==> src/rtl/rv32_defs_pkg.sv <==
// Shared RV32 definitions for the fetch stage and the control unit.
//   NOP_INSTR     canonical bubble (ADDI x0,x0,0)
//   OP_*          major opcode constants
//   fetch_state_e fetch FSM encoding
//   if_id_t       IF/ID pipeline register contents
//   align_pc()    clears the two low address bits of a jump/branch target
package rv32_defs_pkg;

    localparam logic [31:0] NOP_INSTR = 32'h0000_0013;

    localparam logic [6:0] OP_R      = 7'b0110011;
    localparam logic [6:0] OP_LOAD   = 7'b0000011;
    localparam logic [6:0] OP_IMM    = 7'b0010011;
    localparam logic [6:0] OP_STORE  = 7'b0100011;
    localparam logic [6:0] OP_BRANCH = 7'b1100011;
    localparam logic [6:0] OP_JAL    = 7'b1101111;
    localparam logic [6:0] OP_JALR   = 7'b1100111;
    localparam logic [6:0] OP_LUI    = 7'b0110111;
    localparam logic [6:0] OP_AUIPC  = 7'b0010111;

    typedef enum logic [1:0] {
        ST_IDLE  = 2'd0,
        ST_FETCH = 2'd1,
        ST_WAIT  = 2'd2,
        ST_DRAIN = 2'd3
    } fetch_state_e;

    typedef struct packed {
        logic [31:0] pc;
        logic [31:0] instr;
        logic        valid;
    } if_id_t;

    function automatic logic [31:0] align_pc(input logic [31:0] addr);
        return {addr[31:2], 2'b00};
    endfunction

endpackage

==> src/rtl/if_id_register.sv <==
// IF/ID pipeline register.
//   clk, rst_n  clock, asynchronous active-low reset
//   load        capture d (new instruction)
//   flush       replace the instruction with a NOP bubble (wins over load)
//   d, q        register input / contents
// With neither load nor flush asserted the register holds (stall).
module if_id_register
    import rv32_defs_pkg::*;
(
    input  logic   clk,
    input  logic   rst_n,
    input  logic   load,
    input  logic   flush,
    input  if_id_t d,
    output if_id_t q
);

    always_ff @(posedge clk or negedge rst_n) begin
        if (!rst_n) begin
            q <= '{pc: 32'h0, instr: NOP_INSTR, valid: 1'b0};
        end else if (flush) begin
            // PC of a bubble is meaningless; keep it to avoid extra toggling.
            q.instr <= NOP_INSTR;
            q.valid <= 1'b0;
        end else if (load) begin
            q <= d;
        end
    end

endmodule

==> src/rtl/instruction_fetch.sv <==
// Fetch stage of the RV32IM pipeline: owns the PC, drives instruction memory,
// and holds the IF/ID register with its decoded fields.
//   clk, reset           clock, asynchronous active-low reset
//   stall                hold PC and IF/ID
//   redirect, target     taken branch/jump from EX (target low bits ignored)
//   imem_addr/read       instruction memory request (address = PC)
//   imem_data/busy       memory response; word valid when read && !busy
//   fetch_busy           fetch is waiting on memory (WAIT or DRAIN)
//   if_id_*              IF/ID contents; pc4 is the link value
//   opcode..rs2          combinational slices of if_id_instr
module instruction_fetch
    import rv32_defs_pkg::*;
#(
    parameter logic [31:0] RESET_PC = 32'h0000_0000
) (
    input  logic        clk,
    input  logic        reset,
    input  logic        stall,
    input  logic        redirect,
    input  logic [31:0] target,
    output logic [31:0] imem_addr,
    output logic        imem_read,
    input  logic [31:0] imem_data,
    input  logic        imem_busy,
    output logic        fetch_busy,
    output logic [31:0] if_id_pc,
    output logic [31:0] if_id_pc4,
    output logic [31:0] if_id_instr,
    output logic        if_id_valid,
    output logic [6:0]  opcode,
    output logic [2:0]  func3,
    output logic [6:0]  func7,
    output logic [4:0]  rd,
    output logic [4:0]  rs1,
    output logic [4:0]  rs2
);

    fetch_state_e state_q, state_d;
    logic [31:0]  pc_q, pc_d;
    logic [31:0]  target_q, target_d;
    logic         ifid_load, ifid_flush;
    logic [31:0]  redirect_pc;
    if_id_t       ifid_d, ifid_q;

    assign redirect_pc = align_pc(target);

    always_ff @(posedge clk or negedge reset) begin
        if (!reset) begin
            state_q  <= ST_IDLE;
            pc_q     <= RESET_PC;
            target_q <= RESET_PC;
        end else begin
            state_q  <= state_d;
            pc_q     <= pc_d;
            target_q <= target_d;
        end
    end

    always_comb begin
        state_d    = state_q;
        pc_d       = pc_q;
        target_d   = target_q;
        ifid_load  = 1'b0;
        ifid_flush = 1'b0;
        case (state_q)
            ST_IDLE: begin
                // One cycle with no request after reset, then start fetching.
                state_d = ST_FETCH;
                if (redirect) begin
                    pc_d       = redirect_pc;
                    ifid_flush = 1'b1;
                end
            end
            ST_FETCH: begin
                if (redirect) begin
                    pc_d       = redirect_pc;
                    ifid_flush = 1'b1;
                end else if (!stall) begin
                    if (imem_busy) begin
                        state_d    = ST_WAIT;
                        ifid_flush = 1'b1;
                    end else begin
                        ifid_load = 1'b1;
                        pc_d      = pc_q + 32'd4;
                    end
                end
            end
            ST_WAIT: begin
                if (redirect) begin
                    ifid_flush = 1'b1;
                    if (imem_busy) begin
                        // Access still in flight: finish it at the old PC first.
                        target_d = redirect_pc;
                        state_d  = ST_DRAIN;
                    end else begin
                        pc_d    = redirect_pc;
                        state_d = ST_FETCH;
                    end
                end else if (!stall && !imem_busy) begin
                    ifid_load = 1'b1;
                    pc_d      = pc_q + 32'd4;
                    state_d   = ST_FETCH;
                end
            end
            ST_DRAIN: begin
                if (redirect) begin
                    ifid_flush = 1'b1;
                    if (imem_busy) begin
                        target_d = redirect_pc;
                    end else begin
                        pc_d    = redirect_pc;
                        state_d = ST_FETCH;
                    end
                end else if (!stall && !imem_busy) begin
                    // Stale word is dropped; IF/ID already holds a bubble.
                    pc_d    = target_q;
                    state_d = ST_FETCH;
                end
            end
            default: state_d = ST_IDLE;
        endcase
    end

    assign ifid_d = '{pc: pc_q, instr: imem_data, valid: 1'b1};

    if_id_register u_if_id (
        .clk   (clk),
        .rst_n (reset),
        .load  (ifid_load),
        .flush (ifid_flush),
        .d     (ifid_d),
        .q     (ifid_q)
    );

    assign imem_addr   = pc_q;
    assign imem_read   = (state_q != ST_IDLE);
    assign fetch_busy  = (state_q == ST_WAIT) || (state_q == ST_DRAIN);

    assign if_id_pc    = ifid_q.pc;
    assign if_id_pc4   = ifid_q.pc + 32'd4;
    assign if_id_instr = ifid_q.instr;
    assign if_id_valid = ifid_q.valid;

    assign opcode = ifid_q.instr[6:0];
    assign func3  = ifid_q.instr[14:12];
    assign func7  = ifid_q.instr[31:25];
    assign rd     = ifid_q.instr[11:7];
    assign rs1    = ifid_q.instr[19:15];
    assign rs2    = ifid_q.instr[24:20];

endmodule
==> config.mk <==
export PLATFORM = sky130hd
export DESIGN_NAME = instruction_fetch
export DESIGN_NICKNAME = d
export VERILOG_FILES = /design/src/rtl/rv32_defs_pkg.sv /design/src/rtl/if_id_register.sv /design/src/rtl/instruction_fetch.sv
export SDC_FILE = /design/constraint.sdc
export NUM_CORES = 1
export LEC_CHECK = 0
export BUFFER_PORTS_ARGS = -buffer_cell sky130_fd_sc_hd__buf_2
export CAP_MARGIN = 20
export CORE_ASPECT_RATIO = 0.8
export CORE_MARGIN = 5
export CORE_UTILIZATION = 38
export CTS_BUF_LIST = sky130_fd_sc_hd__clkbuf_16
export CTS_CLUSTER_DIAMETER = 100
export DETAILED_ROUTE_END_ITERATION = 10
export HOLD_SLACK_MARGIN = 0.12
export PLACE_DENSITY_LB_ADDON = 0.08
export SYNTH_ARGS = -nofsm -noshare
export SYNTH_HDL_FRONTEND = slang
export SYNTH_SLANG_ARGS = --single-unit
==> constraint.sdc <==
create_clock -name clk -period 3.98 [get_ports clk]
set_clock_uncertainty 0.1 [all_clocks]
set_input_delay 0.199 -clock clk [delete_from_list [all_inputs] [get_ports clk]]
set_output_delay 0.199 -clock clk [all_outputs]
set_load 0.02 [all_outputs]
==> qor.txt, run 1 <==
row cnt = 47
RSZ-0062 raised after global routing = no
top fanout value on the critical path = 59
nets@finish = 1,196
htree depth = 4
startpoint types = flop
reg2reg end = u_if_id.q[35]
GRT met2 Usage = 0.3238
number of DRC markers in iteration 0 = 704
area growth from synthesis to layout = 31.18%
area of the multi-input gates = 0.004073 mm^2
GRT overflow = 0
sequential fraction of the synthesis area = 0.4112
P_leak = 4.914 nW
die area = 0.02368 mm^2
Top Ports = 232
Layout Cells excl Fill = 1,401
# placed instances = 1,305
Synth cell types = 65
grt met3 use = 0.04987
final max-slew violation count = 0
post_cts resized = 0
Crit. End Element = flop
Most Crowded Layer GR = met1
Root Buffer = clkbuf_16
share of cells above drive strength 1 = 0.3048
Reg area = 0.003232 mm^2
Die X = 170.8 um
Pwr per Cell Area = 777.6 mW/mm^2
fin area = 0.01031 mm^2
setup violators final = 0
initial core utilization = 0.3830
Ys Warns = 0
initial antenna violation count = 0
WL/cell = 19.21 um
Post-Route WL = 26.91 mm
post-CTS setup buffer count = 0
commonest non-fill, non-tap cell in the layout = buf_2
Worst Hold Endpoint = state_q[1]
vias in the first global route = 7,398
Crit Path Class = reg2reg
fin util = 0.5024
Via density = 5.478
status = complete, no violations
DIE HEIGHT = 138.6 um
overall power = 8.018 mW
required time of the critical path = 4.22 ns
placed inst area = 0.009037 mm^2
#FFs+latches synth = 129
DRC Markers = 0
maximum buffer depth of the clock tree = 2
Clock transition at path regs = 0.06 ns
CTS tree = built
setup_tns = 0 ns
Worst R2R Start = state_q[0]
first-pass GRT wire length = 42.67 mm
Post-synth top flop = dfrtp_1
gr usage total = 0.2258
Async SR Flop Fraction = 1.000
M1 GR Usage = 0.3409
largest net degree at the start of global routing = 64
vias = 7,674
CTS sink cnt = 129
total of max-cap violations = 0
critical path arrival = 3.48 ns
worst min-delay path class = in2reg
Slew @ Worst Pin = 1.001 ns
Num CTS Buffers = 17
FMAX = 0.3094 GHz
Routed Antenna Nets = 0
most frequent cells in the layout = 228 x buf_2, 141 x nand2_1, 126 x dfrtp_1
syn_nets = 956
maximum vdd drop = 0.0005645 V
synthesized area = 0.007860 mm^2
Mean Syn Cell Area = 8.942 um^2
EDFF count, synth = 0
Syn Inst Count = 879
final hold vios = 0
worst-skew pair later-pin latency = 0.43 ns
period utilization = 0.8120
Diodes inserted = 0
Max-slew headroom = 0.3325
gpl congestion = 0.8433
DRT Pass-1 Iters = 5
R2R setup slack = 0.75 ns
HPWL Detailed = 18.46 mm
Hold Path Stages = 5
Reg2Reg Depth = 7
core footprint = 0.02052 mm^2
crit path time final = 3.232 ns
layout filler cell count = 1,984
final worst slack = 0.7482 ns
Hold Slack = 0.1930 ns
pre-CTS WS = 0.7571 ns
I/O Buffers = 229
hold_sp = stall
==> worst max path at each step <==
stage	start	endpoint	slack [ns]	cells past startpoint
detailed placement	state_q[0]	u_if_id.q[14]	0.76	6
global route	state_q[0]	u_if_id.q[50]	0.60	7
floorplan	state_q[0]	target_q[10]	1.53	8
CTS	state_q[0]	u_if_id.q[14]	0.73	6
global placement	state_q[0]	u_if_id.q[8]	0.80	6
finish	state_q[0]	u_if_id.q[35]	0.75	7
==> layout make-up <==
| type | instances | area share |
|---|---|---|
| Timing Repair Buffer | 316 | 0.1923 |
| Inverter | 19 | 0.006917 |
| Tap cell | 269 | 0.03264 |
| Clock inverter | 15 | 0.01844 |
| Sequential cell | 129 | 0.3134 |
| Multi-Input combinational cell | 636 | 0.3950 |
| Clock buffer | 17 | 0.04126 |
==> where the power goes <==
part / internal (mW) / switching (mW) / leakage, nW
sequential: 1.81 / 0.726 / 1.63
combinational: 1.48 / 2.33 / 2.98
clock: 0.957 / 0.704 / 0.300
total: 4.25 / 3.77 / 4.91
==> metal layers <==
metal  wire length, um  up-vias  part of all wire
li1                  -     3670                 -
met3              1921       32             0.071
met5                 0        -                 0
met2             11510      269              0.43
met1             13050     3703              0.48
met4               429        0             0.016
==> registers in the layout, indices dropped and copies added (netlist names) <==
signal,flops
imem_addr,32
state_q,2
target_q,30
u_if_id.q,65
==> synthesized netlist by cell type (4+ instances only) <==
cell type	instances	area, um^2
o31ai_1	9	67.56
nand3b_1	6	45.04
o211ai_1	11	82.58
buf_4	34	255.2
nor3_1	13	65.06
o31a_1	4	35.03
mux2i_1	8	80.08
o22a_1	4	35.03
and4_1	5	43.79
a21oi_1	31	155.2
a221oi_1	5	43.79
nor2_1	41	153.9
o21a_1	5	37.54
ha_1	8	100.1
buf_2	4	20.02
a211oi_1	11	82.58
xor2_1	17	148.9
a211o_1	5	43.79
inv_1	16	60.06
or3_1	4	25.02
clkbuf_1	49	183.9
a22o_1	32	280.3
a311oi_1	7	61.31
dfrtp_1	126	3153
nand2_1	141	529.3
nand4_1	14	87.58
xnor2_1	21	183.9
buf_1	8	30.03
a221o_1	11	110.1
nand2b_1	7	43.79
a22oi_1	9	67.56
nor4_1	9	56.30
nand3_1	33	165.2
o221ai_1	5	43.79
or2_2	12	75.07
o21ai_0	54	270.3
and3_1	8	50.05
a31oi_1	13	81.33
mux2_2	38	427.9
==> timing repair <==
action	4_1_cts	5_1_grt
endpoints found under the setup margin	0	0
hold buffers	63	0
hold endpoints to repair	149	0
==> worst max-delay path, stage by stage, from the launching register on <==
cell and delay (ns):
dfrtp_1 0.44, inv_1 0.14, ha_1 0.83, o21ba_2 0.57, and3_2 0.25, buf_4 0.50
nand2_1 0.15, o21ai_0 0.10
==> cells by family after synthesis <==
kind of cell               synth area share
AOI/OAI and AO/OA                    0.2154
xor gates and xnor gates            0.04234
adders and majority gates           0.01274
buffers and inverters               0.07132
DFF                                  0.4112
muxes                               0.06463
and+or+nand+nor                      0.1824
No activity file was read; power rests on OpenSTA's default activity.
==> run 2: changes to the inputs <==
Clock period 3.98 ns to 2.7 ns, I/O delays scaled along.
==> qor.txt, run 2 (synthesis results as in run 1) <==
maximum vdd drop = 0.0006730 V
top fanout value on the critical path = 8
I/O Buffers = 229
initial antenna violation count = 0
row cnt = 47
Crit. Startpoint = u_if_id.q[37]
initial core utilization = 0.3830
Diodes inserted = 0
Routed Antenna Nets = 0
final max-slew violation count = 0
pre-CTS WS = 0.2899 ns
vias in the first global route = 7,489
Max-slew headroom = 0.5406
total of max-cap violations = 0
HPWL Detailed = 19.61 mm
period utilization = 0.9393
max incr delay on CP = 0.47 ns
WL/cell = 18.99 um
Top reg by flops = u_if_id.q
critical path arrival = 2.30 ns
status = complete, no violations
Pwr per Cell Area = 1139 mW/mm^2
largest net degree at the start of global routing = 63
die area = 0.02368 mm^2
Worst R2R Start = state_q[0]
R2R setup slack = 0.22 ns
FMAX = 0.3943 GHz
final worst slack = 0.1639 ns
DRC Markers = 0
gr usage total = 0.2316
Reg2Reg Depth = 8
worst-skew pair later-pin latency = 0.43 ns
first-pass GRT wire length = 43.73 mm
crit path time final = 2.536 ns
worst min-delay path class = in2async
DIE HEIGHT = 138.6 um
reg2reg end = imem_addr[20]
Die X = 170.8 um
most frequent cells in the layout = 228 x buf_2, 141 x nand2_1, 126 x dfrtp_1
CTS sink cnt = 129
Critical Path Slowest Stage Cell = dfrtp_1
number of DRC markers in iteration 0 = 770
setup_tns = 0 ns
vias = 7,856
final hold vios = 0
fin area = 0.01064 mm^2
max reg flops = 65
startpoint types = flop
CTS tree = built
nets@finish = 1,238
Crit Path Class = reg2out
CP cell instances = and4_1 > nand2_1 > or3_1 > nor3_1 > xor2_1 > buf_2
Via density = 5.444
GRT overflow = 0
Top Ports = 232
Slew @ Worst Pin = 0.6839 ns
setup violators final = 0
Post-Route WL = 27.40 mm
share of cells above drive strength 1 = 0.3305
required time of the critical path = 2.47 ns
crit path capture = if_id_pc4[31]
layout filler cell count = 1,971
P_leak = 5.110 nW
Clock transition at path regs = 0.06 ns
area growth from synthesis to layout = 35.31%
htree depth = 4
Root Buffer = clkbuf_16
gpl congestion = 0.8408
DRT Pass-1 Iters = 5
RSZ-0062 raised after global routing = no
maximum buffer depth of the clock tree = 2
commonest non-fill, non-tap cell in the layout = buf_2
Num CTS Buffers = 17
Crit. End Element = output pin
core footprint = 0.02052 mm^2
placed inst area = 0.009403 mm^2
-- run 2: critical path, delay by kind of cell (launching register included) --
kind	cells	cell delay, ns
buf+inv	1	0.18
flops	1	0.47
xor+xnor	1	0.16
simple gates	4	1.07
-- run 2: metal layers --
| metal | share of wire | global-route usage | up-vias |
|---|---|---|---|
| met5 | 0 | 0 | - |
| met3 | 0.071 | 0.03648 | 22 |
| met4 | 0.011 | 0.04748 | 0 |
| li1 | - | - | 3757 |
| met1 | 0.49 | 0.3671 | 3791 |
| met2 | 0.43 | 0.3313 | 286 |
-- run 2: metrics by stage --
step	util	cells	total power, mW	hold slack (ns)
global route	0.5182	1443	12.89	0.2019
global placement	0.4581	1347	9.649	0.08140
detailed placement	0.4581	1347	9.678	0.08427
floorplan	-	879	7.237	-0.2606
finish	0.5182	1443	12.12	0.1675
CTS	0.5175	1442	12.12	0.1456
-- run 2: power breakdown --
group | internal [mW] | total [mW] | switching (mW)
clock | 1.31 | 2.34 | 1.02
combinational | 2.49 | 6.29 | 3.80
sequential | 2.68 | 3.49 | 0.812
total | 6.48 | 12.1 | 5.64
-- run 2: how the worst min path moves through the flow --
stage	startpoint	to	slack, ns	depth (start not counted)
4_1_cts	stall	state_q[1]	0.15	5
3_5_place_dp	reset	target_q[2]	0.08	1
3_3_place_gp	reset	target_q[2]	0.08	1
6_report	reset	target_q[3]	0.17	2
2_1_floorplan	reset	imem_addr[0]	-0.26	0
5_1_grt	stall	state_q[1]	0.20	5
-- run 2: layout make-up --
type	instances	area, um^2	area share
clock buffers	17	425.4	0.04000
inverters	19	71.32	0.006706
flip-flops and latches	129	3232	0.3039
multi-input cells	636	4080	0.3836
well taps	269	336.6	0.03165
clock inverters	15	161.4	0.01518
repair buffers	358	2328	0.2189
-- run 2: what timing repair did --
item / in CTS / in global routing
endpoints found under the hold margin: 198 / 0
buffers inserted: 0 / 1
setup endpoints to repair: 0 / 4
hold buffers: 63 / 0
gates resized for setup: 0 / 2
==> run 3: changes to the inputs <==
Settings changed: BUFFER_PORTS_ARGS -buffer_cell sky130_fd_sc_hd__buf_2 to -buffer_cell sky130_fd_sc_hd__clkbuf_2.
==> qor.txt, run 3 (synthesis results as in run 1) <==
status = complete, no violations
total of max-cap violations = 0
Reg area = 0.003234 mm^2
initial antenna violation count = 0
Via density = 5.389
Top reg by flops = u_if_id.q
Routed Antenna Nets = 0
FMAX = 0.3913 GHz
I/O Buffers = 229
maximum vdd drop = 0.0004845 V
CTS sink cnt = 129
Crit. End Element = output pin
Root Buffer = clkbuf_16
vias = 7,777
RSZ-0062 raised after global routing = no
nets@finish = 1,238
htree depth = 4
gr usage total = 0.2297
vias in the first global route = 7,529
CTS tree = built
Num CTS Buffers = 17
Pwr per Cell Area = 1136 mW/mm^2
layout filler cell count = 1,950
area of the multi-input gates = 0.004080 mm^2
maximum buffer depth of the clock tree = 2
HPWL Detailed = 19.79 mm
DIE HEIGHT = 138.6 um
final hold vios = 0
Slew @ Worst Pin = 0.7576 ns
worst min-delay path class = in2reg
worst-skew pair later-pin latency = 0.43 ns
WL/cell = 19.00 um
Top Ports = 232
Clock transition at path regs = 0.07 ns
row cnt = 47
period utilization = 0.9466
overall power = 12.06 mW
Hold Path Stages = 5
final max-slew violation count = 0
gpl congestion = 0.8641
crit path time final = 2.556 ns
core footprint = 0.02052 mm^2
Crit Path Class = reg2out
top fanout value on the critical path = 7
Hold Slack = 0.1671 ns
Max-slew headroom = 0.4949
startpoint types = flop
Die X = 170.8 um
P_leak = 5.049 nW
max reg flops = 65
commonest non-fill, non-tap cell in the layout = clkbuf_2
Reg2Reg Depth = 6
share of cells above drive strength 1 = 0.3322
most frequent cells in the layout = 228 x clkbuf_2, 141 x nand2_1, 124 x dfrtp_1
largest net degree at the start of global routing = 77
critical path arrival = 2.32 ns
setup_tns = 0 ns
Post-Route WL = 27.42 mm
required time of the critical path = 2.47 ns
setup violators final = 0
DRC Markers = 0
die area = 0.02368 mm^2
number of DRC markers in iteration 0 = 674
fin util = 0.5173
Diodes inserted = 0
area growth from synthesis to layout = 35.07%
first-pass GRT wire length = 43.36 mm
post-CTS setup buffer count = 0
initial core utilization = 0.3830
DRT Pass-1 Iters = 5
GRT overflow = 0
[run 3: per-layer routing]
| layer | up-vias | routed length (um) | global-route usage | share of wire |
|---|---|---|---|---|
| li1 | 3751 | - | - | - |
| met1 | 3713 | 13160 | 0.3521 | 0.48 |
| met2 | 293 | 11840 | 0.3332 | 0.43 |
| met3 | 20 | 2184 | 0.04987 | 0.080 |
| met4 | 0 | 238 | 0.04706 | 0.0087 |
| met5 | - | 0 | 0 | 0 |
[run 3: worst max-delay path, cell delays in order (launching register included)]
cell      delay, ns
dfrtp_1        0.42
ha_1           0.20
and2_1         0.21
nand4_1        0.20
or2_4          0.32
nor3_1         0.19
xor2_1         0.17
clkbuf_2       0.19
[run 3: what timing repair did]
action	CTS	global route
hold buffers	63	0
hold endpoints to repair	161	0
gates resized for setup	0	4
endpoints found under the setup margin	0	7
[run 3: power breakdown]
group | switching (mW) | internal, mW
Clock | 1.03 | 1.22
Combinational | 3.83 | 2.46
Sequential | 0.838 | 2.68
Total | 5.70 | 6.36
[run 3: path summary, 6_finish.rpt]
path / startpoint / end / slack (ns)
min in group asynchronous: reset / target_q[2] / 0.18
worst min register to register: u_if_id.q[0] / u_if_id.q[0] / 0.40
worst max-delay path: u_if_id.q[36] / if_id_pc4[30] / 0.14
max in group asynchronous: reset / u_if_id.q[37] / 1.54
worst min-delay path: stall / state_q[1] / 0.17
worst max register to register: imem_addr[17] / imem_addr[23] / 0.27
[run 3: final cells by class]
| class | count | area share |
|---|---|---|
| inverter | 19 | 0.006718 |
| clock inverter | 15 | 0.01320 |
| tap | 269 | 0.03170 |
| clock buffer | 17 | 0.04007 |
| multi-input combinational | 636 | 0.3843 |
| timing repair buffer | 358 | 0.2193 |
| sequential | 129 | 0.3047 |
[run 3: through the flow]
stage / area, um^2 / setup WS (ns) / instances
detailed placement: 9410 / 0.2927 / 1348
global route: 10620 / 0.0009763 / 1443
CTS: 10610 / 0.01690 / 1443
finish: 10620 / 0.1443 / 1443
global placement: 9410 / 0.3363 / 1348
floorplan: 7860 / 0.2549 / 879
